File: src/rtl/triangle_dispatcher.sv
// Frame-level triangle dispatcher: snapshots a sorted triangle list and its vertices,
// then streams resolved triangles to the rasterizer over a valid/ready handshake.
package triangle_dispatcher_pkg;
  typedef struct packed {
    logic [15:0] x;
    logic [15:0] y;
  } vertex_2d_t;

  typedef struct packed {
    logic [4:0] v0;
    logic [4:0] v1;
    logic [4:0] v2;
  } triangle_t;
endpackage

module triangle_dispatcher
  import triangle_dispatcher_pkg::*;
#(
  parameter int unsigned MAX_TRIS  = 24,
  parameter int unsigned NUM_VERTS = 18
) (
  input  logic       clk,
  input  logic       rst_n,
  input  logic       frame_start,
  input  logic [4:0] num_triangles,
  input  triangle_t  triangles_sorted [0:MAX_TRIS-1],
  input  logic [4:0] sorted_indices   [0:MAX_TRIS-1],
  input  vertex_2d_t vertices_2d      [0:NUM_VERTS-1],
  output logic       tri_valid,
  input  logic       tri_ready,
  output vertex_2d_t tri_a,
  output vertex_2d_t tri_b,
  output vertex_2d_t tri_c,
  output logic [4:0] tri_id,
  output logic       busy,
  output logic       frame_done,
  output logic       bad_vertex
);

  localparam int unsigned CW = $clog2(MAX_TRIS + 1);

  typedef enum logic [1:0] {IDLE, LOAD, ISSUE, DONE} state_t;

  state_t        state, state_nxt;
  logic [CW-1:0] ptr, count, load_count;
  logic          last, xfer;
  logic          bad_a, bad_b, bad_c;
  triangle_t     cur;

  triangle_t  snap_t  [0:MAX_TRIS-1];
  logic [4:0] snap_id [0:MAX_TRIS-1];
  vertex_2d_t snap_v  [0:NUM_VERTS-1];

  always_comb begin
    if (32'(num_triangles) > MAX_TRIS) load_count = CW'(MAX_TRIS);
    else                               load_count = CW'(num_triangles);
  end

  assign cur   = snap_t[ptr];
  assign bad_a = 32'(cur.v0) >= NUM_VERTS;
  assign bad_b = 32'(cur.v1) >= NUM_VERTS;
  assign bad_c = 32'(cur.v2) >= NUM_VERTS;
  assign last  = (ptr == count - CW'(1));
  assign xfer  = (state == ISSUE) && tri_ready;

  always_comb begin
    state_nxt = state;
    case (state)
      IDLE:    if (frame_start) state_nxt = LOAD;
      LOAD:    state_nxt = (load_count == '0) ? DONE : ISSUE;
      ISSUE:   if (xfer && last) state_nxt = DONE;
      DONE:    state_nxt = IDLE;
      default: state_nxt = IDLE;
    endcase
  end

  // Out-of-range vertex indices fall back to snapshot vertex 0.
  always_comb begin
    tri_valid  = (state == ISSUE);
    busy       = (state != IDLE);
    frame_done = (state == DONE);
    tri_a      = '0;
    tri_b      = '0;
    tri_c      = '0;
    tri_id     = '0;
    if (state == ISSUE) begin
      tri_a  = snap_v[bad_a ? 5'd0 : cur.v0];
      tri_b  = snap_v[bad_b ? 5'd0 : cur.v1];
      tri_c  = snap_v[bad_c ? 5'd0 : cur.v2];
      tri_id = snap_id[ptr];
    end
  end

  always_ff @(posedge clk) begin
    if (!rst_n) begin
      state      <= IDLE;
      ptr        <= '0;
      count      <= '0;
      bad_vertex <= 1'b0;
    end else begin
      state <= state_nxt;
      case (state)
        IDLE:  if (frame_start) bad_vertex <= 1'b0;
        LOAD: begin
          count <= load_count;
          ptr   <= '0;
        end
        ISSUE: begin
          if (bad_a || bad_b || bad_c) bad_vertex <= 1'b1;
          if (xfer && !last) ptr <= ptr + CW'(1);
        end
        default: ;
      endcase
    end
  end

  // Snapshot contents are never visible outside ISSUE, so they need no reset.
  always_ff @(posedge clk) begin
    if (state == LOAD) begin
      snap_t  <= triangles_sorted;
      snap_id <= sorted_indices;
      snap_v  <= vertices_2d;
    end
  end

endmodule
File: config.mk
export PLATFORM = sky130hd
export DESIGN_NAME = triangle_dispatcher
export DESIGN_NICKNAME = d
export VERILOG_FILES = /design/src/rtl/triangle_dispatcher.sv
export SDC_FILE = /design/constraint.sdc
export NUM_CORES = 2
export LEC_CHECK = 0
export BUFFER_PORTS_ARGS = -buffer_cell sky130_fd_sc_hd__buf_2
export CAP_MARGIN = 5
export CORE_AREA = 2 2 455 457
export DETAILED_ROUTE_END_ITERATION = 8
export DIE_AREA = 0 0 457 459
export PLACE_DENSITY = 0.5
export SLEW_MARGIN = 20
export SYNTH_ARGS = -nofsm -noshare
export SYNTH_HDL_FRONTEND = slang
export SYNTH_SLANG_ARGS = --single-unit
File: constraint.sdc
create_clock -name clk -period 34.9 [get_ports clk]
set_clock_uncertainty 0.05 [all_clocks]
set_input_delay 6.98 -clock clk [delete_from_list [all_inputs] [get_ports clk]]
set_output_delay 6.98 -clock clk [all_outputs]
set_load 0.02 [all_outputs]
Word-level counts from Yosys, hierarchy flattened
Index checks and enable logic that the tools add are counted.

cells by class
  bitwise gates (word level) = 4
  reduce and logical (&&, ||, !) cells = 14
  $add $sub $neg = 2
  order comparisons = 8
  equal/unequal tests = 8
  multiplexer cells = 32

operator list
  kind                 count
  $bmux 32 s5          3
  $mux 32              9
  $bmux 15 s5          1
  $mux 5               8
  $mux 15              2
  $bmux 5 s5           1
  $ge 6x6->1 const B   4
  $not 5->6            4
  $ge 5x5->1 const B   3
  $pmux 5 s2           1
  $pmux 2 s4           1
  $ne 2x1->1 const B   3
  $reduce_bool 2->1    3
  $add 5x1->5 const B  1
  $eq 5x5->1           1
  $gt 5x5->1 const B   1
  $logic_not 5->1      1
  $sub 5x1->5 const B  1
  $eq 2x2->1 const B   2
  $mux 2               2
  $reduce_and 2->1     2
  $logic_and 1x1->1    3
  $mux 1               3
  $reduce_and 3->1     1
  other kinds (6)      7

storage, ports and cells
  output and inout port bits = 105
  logic and storage cells = 204
  bits in registers = 1069
  bits of input ports = 1065

Longest topological paths before layout
  word-level depth = 11
  depth in mapped cells = 17
  depth with buffers taken out = 12

Worst setup path before layout
OpenSTA, ideal clock, no wires.

  kind = reg-to-reg
  from = reg state[0]
  to = reg ptr[4]
  data required time = 34.706 ns
  setup slack = 8.140 ns
  clock period less this slack = 26.760 ns
  buffers on the path = 0
  arrival time = 26.566 ns
  cell stages (with the launch flop) = 7
  library setup time = 0.144 ns
  path through = dfxtp_1 ha_1 nand2_1 nand2_1 nand4_1 xnor2_1 nor2_1

on the way
  longest elaborated chain between the ends = 5
  elaborated cells between the ends (all ways) = 8
  those cells by class = eq/ne (3); mux (1); reduce/logical (4)

RTL lines
  what                               RTL line  source
  from (decl)                        44        state_t state, state_nxt;
  from (signal assigned)             101       state <= state_nxt;
  $eq 2x2->1                         64, 102
  $logic_and 1x1->1                  64        assign xfer = (state == ISSUE) && tri_ready;
  $logic_and 1x1->1                  110       if (xfer && !last) ptr <= ptr + CW'(1);
  $ne 2x1->1 (no source line)        --
  $reduce_and 2->1 (no source line)  --
  to (signal assigned)               110
  to (decl)                          45        logic [CW-1:0] ptr, count, load_count;

Parallel ways exist; a longest one is shown, timed or not.
A chain may end at the register's enable or synchronous reset.

==> results_dict.tcl <==
set metrics [dict create \
    outcome "finished, final reports clean" \
    portBuffers 1169 \
    htreeDepth 4 \
    worst_hold_path_cell_count 2 \
    crit_path_arrival_time_ns 7.69 \
    synthesis.area_per_instance_um2 12.0 \
    cpPeakStageDelay_ns 0.89 \
    placeableCoreArea_um2 206000 \
    drive_above_1_share_pct 30.5 \
    route.vias.total 46200 \
    cp_max_fo 57 \
    synth_cell_type_count 84 \
    most_common_cell_after_layout_fill_and_taps_aside "buf_2" \
    clock_tree.root_cell "clkbuf_16" \
    dominantRegCellSynth "edfxtp_1" \
    cts_hold_buffers 0 \
    fillers 20900 \
    drt_iter0_drc 7132 \
    dpl.hpwl_um 215000 \
    yosys_warnings 0 \
    drt_pass1_iterations 8 \
    yosysSeqAreaShare_pct 61.6 \
    vdd.ir_drop.worst_uv 64.2 \
    synth_edf_count 1056 \
    critical_path.reg2reg.startpoint "ptr[1]$_SDFFE_PN0P_" \
    clock_insertion_delay_worst_skew_ns 0.80 \
    clock_tree_from_tritoncts "yes" \
    p_sw_w 0.00222 \
    clock.fmax_mhz 67.9 \
    synth_to_final_area_change_pct 26.5 \
    placed_cells_incl_taps 7988 \
    drt-wirelength-per-cell_um 35.9 \
    timing.hold.worst.class "register to register" \
    start_util_pct 25.2 \
    transition_time_at_the_pin_with_the_least_slew_margin_ns 1.18 \
    unrepaired_setup_endpoints_after_global_routing "false" \
    final_hold_slack_ns 0.504 \
    multi_input_gate_area_in_the_final_layout_um2 18700 \
    ff_to_ff_path_depth 10 \
    power_switching_share_pct 40.7 \
    syn_inst 4340 \
    clkSlewWorstSetupHoldPaths_ns 0.06 \
    placement_rows 167 \
    timing.critical_path.from_type "register" \
    ys_async_sr_fraction_pct 0 \
    groute.usage.overall_pct 27.3 \
    synth-seq-cells 1069 \
    worst_max_slew_margin_expressed_relative_to_the_limit_pct 21.3 \
    ws_path_type "register to primary output" \
    nNetsFinal 6489 \
    timing.final.hold_violations 0 \
    tritoncts.num_buffers 131 \
    io-pin-count 1170 \
    p_per_area_nw_per_um2 83.0 \
    post_cts_resized 0 \
    internal_power_w 0.00323 \
    combinationalPowerShare_pct 33.6 \
    critical_path.endpoint_type "primary output" \
    grt_first_pass_wirelength_um 390000 \
    holdPathEnd "count[2]$_SDFFE_PN0P_" \
    grt_antenna_before_repair 164 \
    path_common_cell "buf_4" \
    post-route-worst-setup-slack_ns 20.18 \
    final-setup-viol-count 0 \
    hold_start "count[2]$_SDFFE_PN0P_" \
    globalRoute.totalOverflow 0 \
    path_cells "buf_4 > mux2i_1 > a22oi_1 > and3_1 > a311o_1 > buf_4 > o31a_1 > nor2_4 > buf_4 > buf_4 > a21oi_1 > a211oi_1 > o211ai_1 > a41oi_1 > buf_2" \
    seq_power_share_pct 39.8 \
    static-leakage-power_nw 24.3 \
    post-route-min-period_ns 14.72 \
    place_ws_ns 21.00 \
    drt_wl_total_um 298000 \
    max-clock-path-buffers 3 \
    gp_routability_congestion 0.909 \
    timing.setup.tns_ns 0 \
    post-cts-setup-buffers 0 \
    layout.area.seq_um2 32000 \
    syn_area_um2 51900 \
    die_w_um 457 \
    post_drt_via_cell_ratio 5.56 \
    die_y_um 459 \
    p_clk_share_pct 26.6 \
    number_of_global_route_vias_before_repair 44300 \
    sinks_on_clock_net 1069 \
    worst_ep_required_time_ns 27.87 \
    worst_r2r_endpoint "bad_vertex$_SDFFE_PN0P_" \
    drv.max_cap_violation_count 0 \
    post_layout_nonfiller_instances 8307 \
    timing_max_transition_violations_final 0 \
    drc 0 \
    grt_start_max_net_pins 169 \
    synthesis.nets 5411 \
    dieArea_um2 210000 \
    most-common-layout-cells "1169 x buf_2, 1056 x edfxtp_1, 979 x nand2_1" \
    period_share_pct 42.2 \
    slowest_stage "dfxtp_4" \
    reg2reg_setup_slack_ns 29.23 \
    drtAntennaViolNets 0 \
]
==> per-layer routing <==
layer  GRT usage (%)  part of all wire, %
met1            30.8                   35
met2            45.6                   48
met3            7.93                  9.8
met4            16.6                  6.9
met5           0.459                 0.17
==> critical path: cells and delay by family, from the launching register on <==
kind	cells	cell delay, ns
buf+inv	5	2.44
compound gates	7	2.13
flops	1	0.89
mux	1	0.86
simple gates	2	0.32
==> cell usage after synthesis, types with 31 or more instances <==
library cell	number	area share (%)
a211oi_1	44	0.64
a21oi_1	174	1.7
a221oi_1	61	1.0
a31oi_1	125	1.5
and3_1	41	0.49
buf_1	40	0.29
buf_2	114	1.1
clkbuf_1	157	1.1
edfxtp_1	1056	61
mux2i_1	267	5.2
mux4_2	96	4.2
nand2_1	988	7.1
nand3_1	277	2.7
nand4_1	34	0.41
nor2_1	217	1.6
o2111ai_1	31	0.52
o211ai_1	52	0.75
o21ai_0	87	0.84
o22ai_1	48	0.58
==> how the worst max path moves through the flow <==
stage          cells after the start             startpoint                   to
2_1_floorplan                      6  state[0]$_SDFFE_PN0P_  ptr[4]$_SDFFE_PN0P_
3_3_place_gp                      13    ptr[1]$_SDFFE_PN0P_             tri_a[4]
3_5_place_dp                      12    ptr[1]$_SDFFE_PN0P_            tri_c[24]
4_1_cts                           12    ptr[1]$_SDFFE_PN0P_            tri_c[24]
5_1_grt                           15    ptr[1]$_SDFFE_PN0P_            tri_b[15]
6_report                          15    ptr[1]$_SDFFE_PN0P_            tri_b[15]
==> registers in the layout, summed over array words and instances, names as in the netlist <==
register and count:
bad_vertex 1, count 5, ptr 5, snap_id 120, snap_t 360, snap_v 576, state 2
==> final cells by class <==
cell class / count / share of cell area, %
Clock inverter: 89 / 1.70
Multi-Input combinational cell: 2907 / 28.5
Timing Repair Buffer: 1287 / 10.4
Clock buffer: 146 / 5.15
Inverter: 22 / 0.128
Tap cell: 2704 / 5.16
Sequential cell: 1069 / 48.7
Antenna cell: 83 / 0.317
==> power groups by stage <==
stage / Clock [W] / Sequential [W] / Combinational [W]
global placement: 0 / 0.00219 / 0.00179
detailed placement: 0 / 0.00218 / 0.00180
floorplan: 0 / 0.00265 / 0.00102
finish: 0.00145 / 0.00217 / 0.00183
global route: 0.00152 / 0.00219 / 0.00192
CTS: 0.00148 / 0.00216 / 0.00181
==> per-stage QoR <==
step                power, W  instance area [µm²]  utilization [%]
detailed placement   0.00398                60900             29.6
CTS                  0.00544                65400             31.8
finish               0.00545                65600             31.9
global placement     0.00398                60900             29.6
global route         0.00562                65500             31.9
floorplan            0.00367                51900                -
==> cell families after synthesis <==
| family | count (synthesis) | share of synthesized area (%) |
|---|---|---|
| multiplexers | 367 | 9.40 |
| adder cells (fa/ha/maj) | 6 | 0.145 |
| XOR/XNOR | 9 | 0.152 |
| flip-flops | 1069 | 61.6 |
| AND/OR/NAND/NOR | 1625 | 13.1 |
| AO/OA/AOI/OAI | 900 | 12.4 |
| buffers and inverters | 364 | 3.18 |
No activity file was read; power rests on OpenSTA's default activity.
